### config.mk
export PLATFORM = sky130hd
export DESIGN_NAME = freelist_ckpt_ctrl
export DESIGN_NICKNAME = d
export VERILOG_FILES = /design/src/rtl/freelist_ckpt_ctrl.sv
export SDC_FILE = /design/constraint.sdc
export NUM_CORES = 1
export LEC_CHECK = 0
export ABC_AREA = 0
export CORE_ASPECT_RATIO = 1.5
export CORE_MARGIN = 2
export CORE_UTILIZATION = 45
export CTS_CLUSTER_DIAMETER = 60
export DETAILED_ROUTE_END_ITERATION = 8
export GPL_TIMING_DRIVEN = 0
export PLACE_DENSITY_LB_ADDON = 0.2
export REMOVE_ABC_BUFFERS = 1
export SYNTH_ARGS = -nofsm -noshare
export SYNTH_HDL_FRONTEND = slang
export SYNTH_SLANG_ARGS = --single-unit
### constraint.sdc
create_clock -name clock -period 9.2 [get_ports clock]
set_input_delay 0.92 -clock clock [delete_from_list [all_inputs] [get_ports clock]]
set_output_delay 0.92 -clock clock [all_outputs]
set_load 0.01 [all_outputs]
### src/rtl/freelist_ckpt_ctrl.sv
// Branch-checkpoint controller for the physical-register freelist: snapshots
// availability per branch, keeps snapshots current with frees, restores on mispredict.
module freelist_ckpt_ctrl #(
  parameter int unsigned ALLOC_WIDTH = 2,
  parameter int unsigned PR_COUNT    = 64,
  parameter int unsigned CKPT_COUNT  = 4,
  parameter int unsigned CKPT_IDX_W  = $clog2(CKPT_COUNT),
  parameter int unsigned LANE_W      = (ALLOC_WIDTH > 1) ? $clog2(ALLOC_WIDTH) : 1
) (
  input  logic                                      clock,
  input  logic                                      reset,
  input  logic [PR_COUNT-1:0]                       avail_regs,
  input  logic [ALLOC_WIDTH-1:0]                    alloc_req,
  input  logic [ALLOC_WIDTH-1:0][PR_COUNT-1:0]      granted_regs,
  input  logic [PR_COUNT-1:0]                       free_mask,
  input  logic                                      ckpt_req,
  input  logic [LANE_W-1:0]                         ckpt_lane,
  output logic                                      ckpt_grant,
  output logic [CKPT_IDX_W-1:0]                     ckpt_id,
  output logic                                      ckpt_full,
  input  logic                                      resolve_valid,
  input  logic [CKPT_IDX_W-1:0]                     resolve_id,
  input  logic                                      resolve_mispredict,
  output logic                                      mispredict_out,
  output logic [PR_COUNT-1:0]                       restore_mask,
  output logic [$clog2(PR_COUNT+1)-1:0]             restore_count,
  output logic [$clog2(CKPT_COUNT+1)-1:0]           live_count
);

  localparam int unsigned PTR_W = CKPT_IDX_W + 1;
  localparam int unsigned RC_W  = $clog2(PR_COUNT+1);
  localparam int unsigned LC_W  = $clog2(CKPT_COUNT+1);

  logic [CKPT_COUNT-1:0][PR_COUNT-1:0] snap_q, snap_d;
  logic [CKPT_COUNT-1:0]               valid_q, valid_d;
  logic [PTR_W-1:0]                    head_q, head_d, tail_q, tail_d;
  logic                                pending_mp_q, pending_mp_d;
  logic [CKPT_IDX_W-1:0]               pending_id_q, pending_id_d;

  logic [PR_COUNT-1:0]   taken, snapshot;
  logic [31:0]           lane_ext;
  logic [PTR_W-1:0]      occupancy, mp_tail, squash_len;
  logic [CKPT_IDX_W-1:0] mp_dist, slot_dist;
  logic                  mp_req, mp_fire, cr_fire;

  assign lane_ext = 32'(ckpt_lane);

  // Registers granted to the branch lane and older lanes are already consumed.
  always_comb begin
    taken = '0;
    for (int unsigned l = 0; l < ALLOC_WIDTH; l++) begin
      if (l <= lane_ext && alloc_req[l]) taken = taken | granted_regs[l];
    end
  end
  assign snapshot = avail_regs & ~taken;

  assign occupancy  = tail_q - head_q;
  assign ckpt_full  = (occupancy == PTR_W'(CKPT_COUNT));
  assign mp_req     = resolve_valid & resolve_mispredict;
  assign ckpt_grant = ckpt_req & ~ckpt_full & ~pending_mp_q & ~mp_req;
  assign ckpt_id    = tail_q[CKPT_IDX_W-1:0];
  assign mp_fire    = mp_req & valid_q[resolve_id] & ~pending_mp_q;
  assign cr_fire    = resolve_valid & ~resolve_mispredict & valid_q[resolve_id];

  // Rebuild the pointer for resolve_id from head so the wrap bit stays consistent.
  assign mp_dist    = resolve_id - head_q[CKPT_IDX_W-1:0];
  assign mp_tail    = head_q + {1'b0, mp_dist};
  assign squash_len = tail_q - mp_tail;

  always_comb begin
    snap_d       = '0;
    valid_d      = valid_q;
    tail_d       = tail_q;
    head_d       = head_q;
    slot_dist    = '0;
    pending_mp_d = mp_fire;
    pending_id_d = mp_fire ? resolve_id : pending_id_q;

    for (int unsigned i = 0; i < CKPT_COUNT; i++) snap_d[i] = snap_q[i] | free_mask;

    if (head_q != tail_q && !valid_q[head_q[CKPT_IDX_W-1:0]]) head_d = head_q + 1'b1;

    if (cr_fire) valid_d[resolve_id] = 1'b0;

    if (ckpt_grant) begin
      snap_d[tail_q[CKPT_IDX_W-1:0]]  = snapshot | free_mask;
      valid_d[tail_q[CKPT_IDX_W-1:0]] = 1'b1;
      tail_d                          = tail_q + 1'b1;
    end

    // Squash the mispredicted branch and everything younger, in circular order.
    if (mp_fire) begin
      tail_d = mp_tail;
      for (int unsigned i = 0; i < CKPT_COUNT; i++) begin
        slot_dist = CKPT_IDX_W'(i) - resolve_id;
        if ({1'b0, slot_dist} < squash_len) valid_d[i] = 1'b0;
      end
    end
  end

  always_ff @(posedge clock) begin
    if (reset) begin
      valid_q      <= '0;
      head_q       <= '0;
      tail_q       <= '0;
      pending_mp_q <= 1'b0;
      pending_id_q <= '0;
    end else begin
      valid_q      <= valid_d;
      head_q       <= head_d;
      tail_q       <= tail_d;
      pending_mp_q <= pending_mp_d;
      pending_id_q <= pending_id_d;
    end
  end

  always_ff @(posedge clock) begin
    snap_q <= snap_d;
  end

  assign mispredict_out = pending_mp_q;
  assign restore_mask   = pending_mp_q ? (snap_q[pending_id_q] | free_mask) : '0;

  always_comb begin
    restore_count = '0;
    for (int unsigned i = 0; i < PR_COUNT; i++) restore_count = restore_count + RC_W'(restore_mask[i]);
  end

  always_comb begin
    live_count = '0;
    for (int unsigned i = 0; i < CKPT_COUNT; i++) live_count = live_count + LC_W'(valid_q[i]);
  end

endmodule

==> out/results.ini <==
[power_and_ir_drop]
p_leak_uw = 0.00873
p_per_area_mw_per_mm2 = 180
peakVddDrop_uv = 132

[synthesis]
ys_top_cells_by_count = 269 x dfxtp_1, 202 x nor2_1, 193 x mux2i_1
synth.most_common_cell = dfxtp_1
yosys_warnings = 0
synth.area.top_cells = dfxtp_1 38%, mux2i_1 13%, mux4_2 10%
synth-edff-count = 0
synth-seq-cells = 269
synth_cells = 1451
synth_area_leader_cell = dfxtp_1
syn-mean-instance-area_sq_um = 9.88
synth_flop_cell = dfxtp_1
ys_seq_area_frac = 0.376
ys_types = 34
synth_top_area_frac = 0.376
async_flop_share = 0
synth_area_sq_mm = 0.0143

[layout]
drive_above_1_share = 0.0789
final_nets = 2124
finalInstanceArea_sq_mm = 0.0192
fillers = 2736
utilization = 0.607
seq_area_sq_mm = 0.00540
layout-area-overhead-vs-synth_pct = 34.0
multi_input_area_sq_mm = 0.00815

[timing]
fin_crit_sh = 0.965
relSlewSlack = 0.481
hold_violations = 0
whs_ns = 0.474
timing.final.ws_setup_ns = 0.321
drv_slew = 0
worstMarginPinSlew_ns = 0.779
fmax_ghz = 0.113
clock_skew_ns = 0.00676
setup_viol = 0
fin_crit_ns = 8.88

[floorplanning]
ios = 345
core_sq_mm = 0.0316
die_area_sq_mm = 0.0333
die_h_microns = 223
num_rows = 80
die_w_microns = 150
initial_utilization = 0.453

[place]
io_buffers = 344
pre_cts_ws_ns = 0.0829
dpl.hpwl_microns = 28400
gp_congestion = 0.759
placed_area_sq_mm = 0.0181

[clocking]
cts_buffers = 28
cts_sinks = 269
clock_latency_ns = 0.55
cts_root_buf = clkbuf_16
clk_pin_slew_ns = 0.06
hold_buffers = 0
clock_path_buffers = 3
cts_tree = built
h-tree-depth = 1

[setup_path]
r2r_start = head_q[0]
startpoint = pending_id_q[1]
cp_data_required_time_ns = 8.28
rrSetupSlack_ns = 5.99
end_kind = output port
cp_max_fo = 33
worst-setup-path-type = reg -> out
cp_data_arrival_time_ns = 7.96
worst_setup_path_start_kind = flop

[global_routing]
grt_max_degree = 68
grt_overflow_total = 0
grt_pass1_wl_microns = 62600
grt_pass1_vias = 12200
grtUsageTotal = 0.235
antenna_found_initial = 1

[worst_hold_path]
hold_path.startpoint = snap_q[252]
min_path_type = reg -> reg

[detailed_routing]
wl_per_cell_microns = 18.0
wl_microns = 39600
vias = 11700
ant_nets = 0
drtIter0Drc = 357
drcViolationCount = 0
drtPass1Iterations = 4
routed_via_density = 5.33

[flow_run]
max_cap_violations = 0

[outcome]
status = completed

[area by class of cell]
class	count	share of cell area
antenna	1	0.000130
timing repair buffer	359	0.195
clock inverter	12	0.00899
multi-input combinational	1000	0.424
tap	410	0.0267
sequential	269	0.281
inverter	108	0.0211
clock buffer	39	0.0429
[through the flow]
| step | setup TNS (ns) | std cells | power [uW] |
|---|---|---|---|
| 6_report | 0 | 2198 | 3450 |
| 5_1_grt | -0.00216 | 2198 | 3630 |
| 4_1_cts | 0 | 2196 | 3490 |
| 2_1_floorplan | -1.84 | 1377 | 1940 |
| 3_5_place_dp | 0 | 2140 | 2260 |
| 3_3_place_gp | -17.98 | 2131 | 2270 |
[logic make-up after synthesis]
logic type / after synthesis / share of synthesized area
AO/OA/AOI/OAI: 287 / 0.115
XOR/XNOR: 14 / 0.00907
adder cells (fa/ha/maj): 92 / 0.111
buffers and inverters: 182 / 0.0582
flip-flops: 269 / 0.376
multiplexers: 260 / 0.239
AND/OR/NAND/NOR: 347 / 0.0924
[final timing paths]
kind / end / cells after the start
max: restore_count[4] / 22
min: snap_q[252] / 2
max reg2reg: valid_q[3] / 9
min reg2reg: snap_q[252] / 2
[sequential cells by signal, indices dropped and copies added (netlist names)]
signal	flops
mispredict_out	1
valid_q	4
snap_q	256
pending_id_q	2
head_q	3
tail_q	3
[power by group]
group	switching, uW	leakage [uW]	internal [uW]
clock	480	0.000495	737
combinational	411	0.00604	461
sequential	71.5	0.00220	1290
[critical path: stages (launching register included)]
cell,delay [ns]
dfxtp_4,0.59
buf_12,0.28
mux4_2,0.34
o21ai_1,0.28
fa_1,0.47
inv_1,0.11
fa_1,0.45
fa_1,0.52
fa_1,0.55
fa_1,0.43
fa_1,0.53
inv_1,0.05
fa_1,0.49
fa_1,0.41
inv_1,0.07
ha_1,0.17
inv_1,0.07
fa_1,0.45
inv_1,0.07
a21oi_1,0.06
o21bai_1,0.20
xor2_1,0.17
clkdlybuf4s50_1,0.59
[timing repair]
item	in CTS	in global routing
setup endpoints to repair	5	3
buffers inserted	5	1
gates resized for setup	1	16
endpoints found under the hold margin	0	0
[cell usage in the layout, fill, tap and decap left out, types with 8 or more instances in the layout]
| cell | count |
|---|---|
| o21ai_1 | 16 |
| fa_1 | 58 |
| xnor2_1 | 8 |
| clkdlybuf4s50_1 | 342 |
| buf_12 | 8 |
| dfxtp_1 | 266 |
| nand2_1 | 134 |
| nor2_1 | 202 |
| clkbuf_16 | 29 |
| inv_1 | 108 |
| mux4_2 | 66 |
| o21a_1 | 30 |
| a31oi_1 | 65 |
| o21ai_0 | 155 |
| ha_1 | 34 |
| mux2i_1 | 193 |
[layer usage]
layer / part of all wire / GRT usage / vias up
li1: - / - / 5648
met4: 0.031 / 0.0797 / 0
met1: 0.40 / 0.278 / 5693
met2: 0.52 / 0.437 / 298
met5: 0 / 0 / -
met3: 0.046 / 0.0265 / 73
Power figures use the tool's default switching activity.
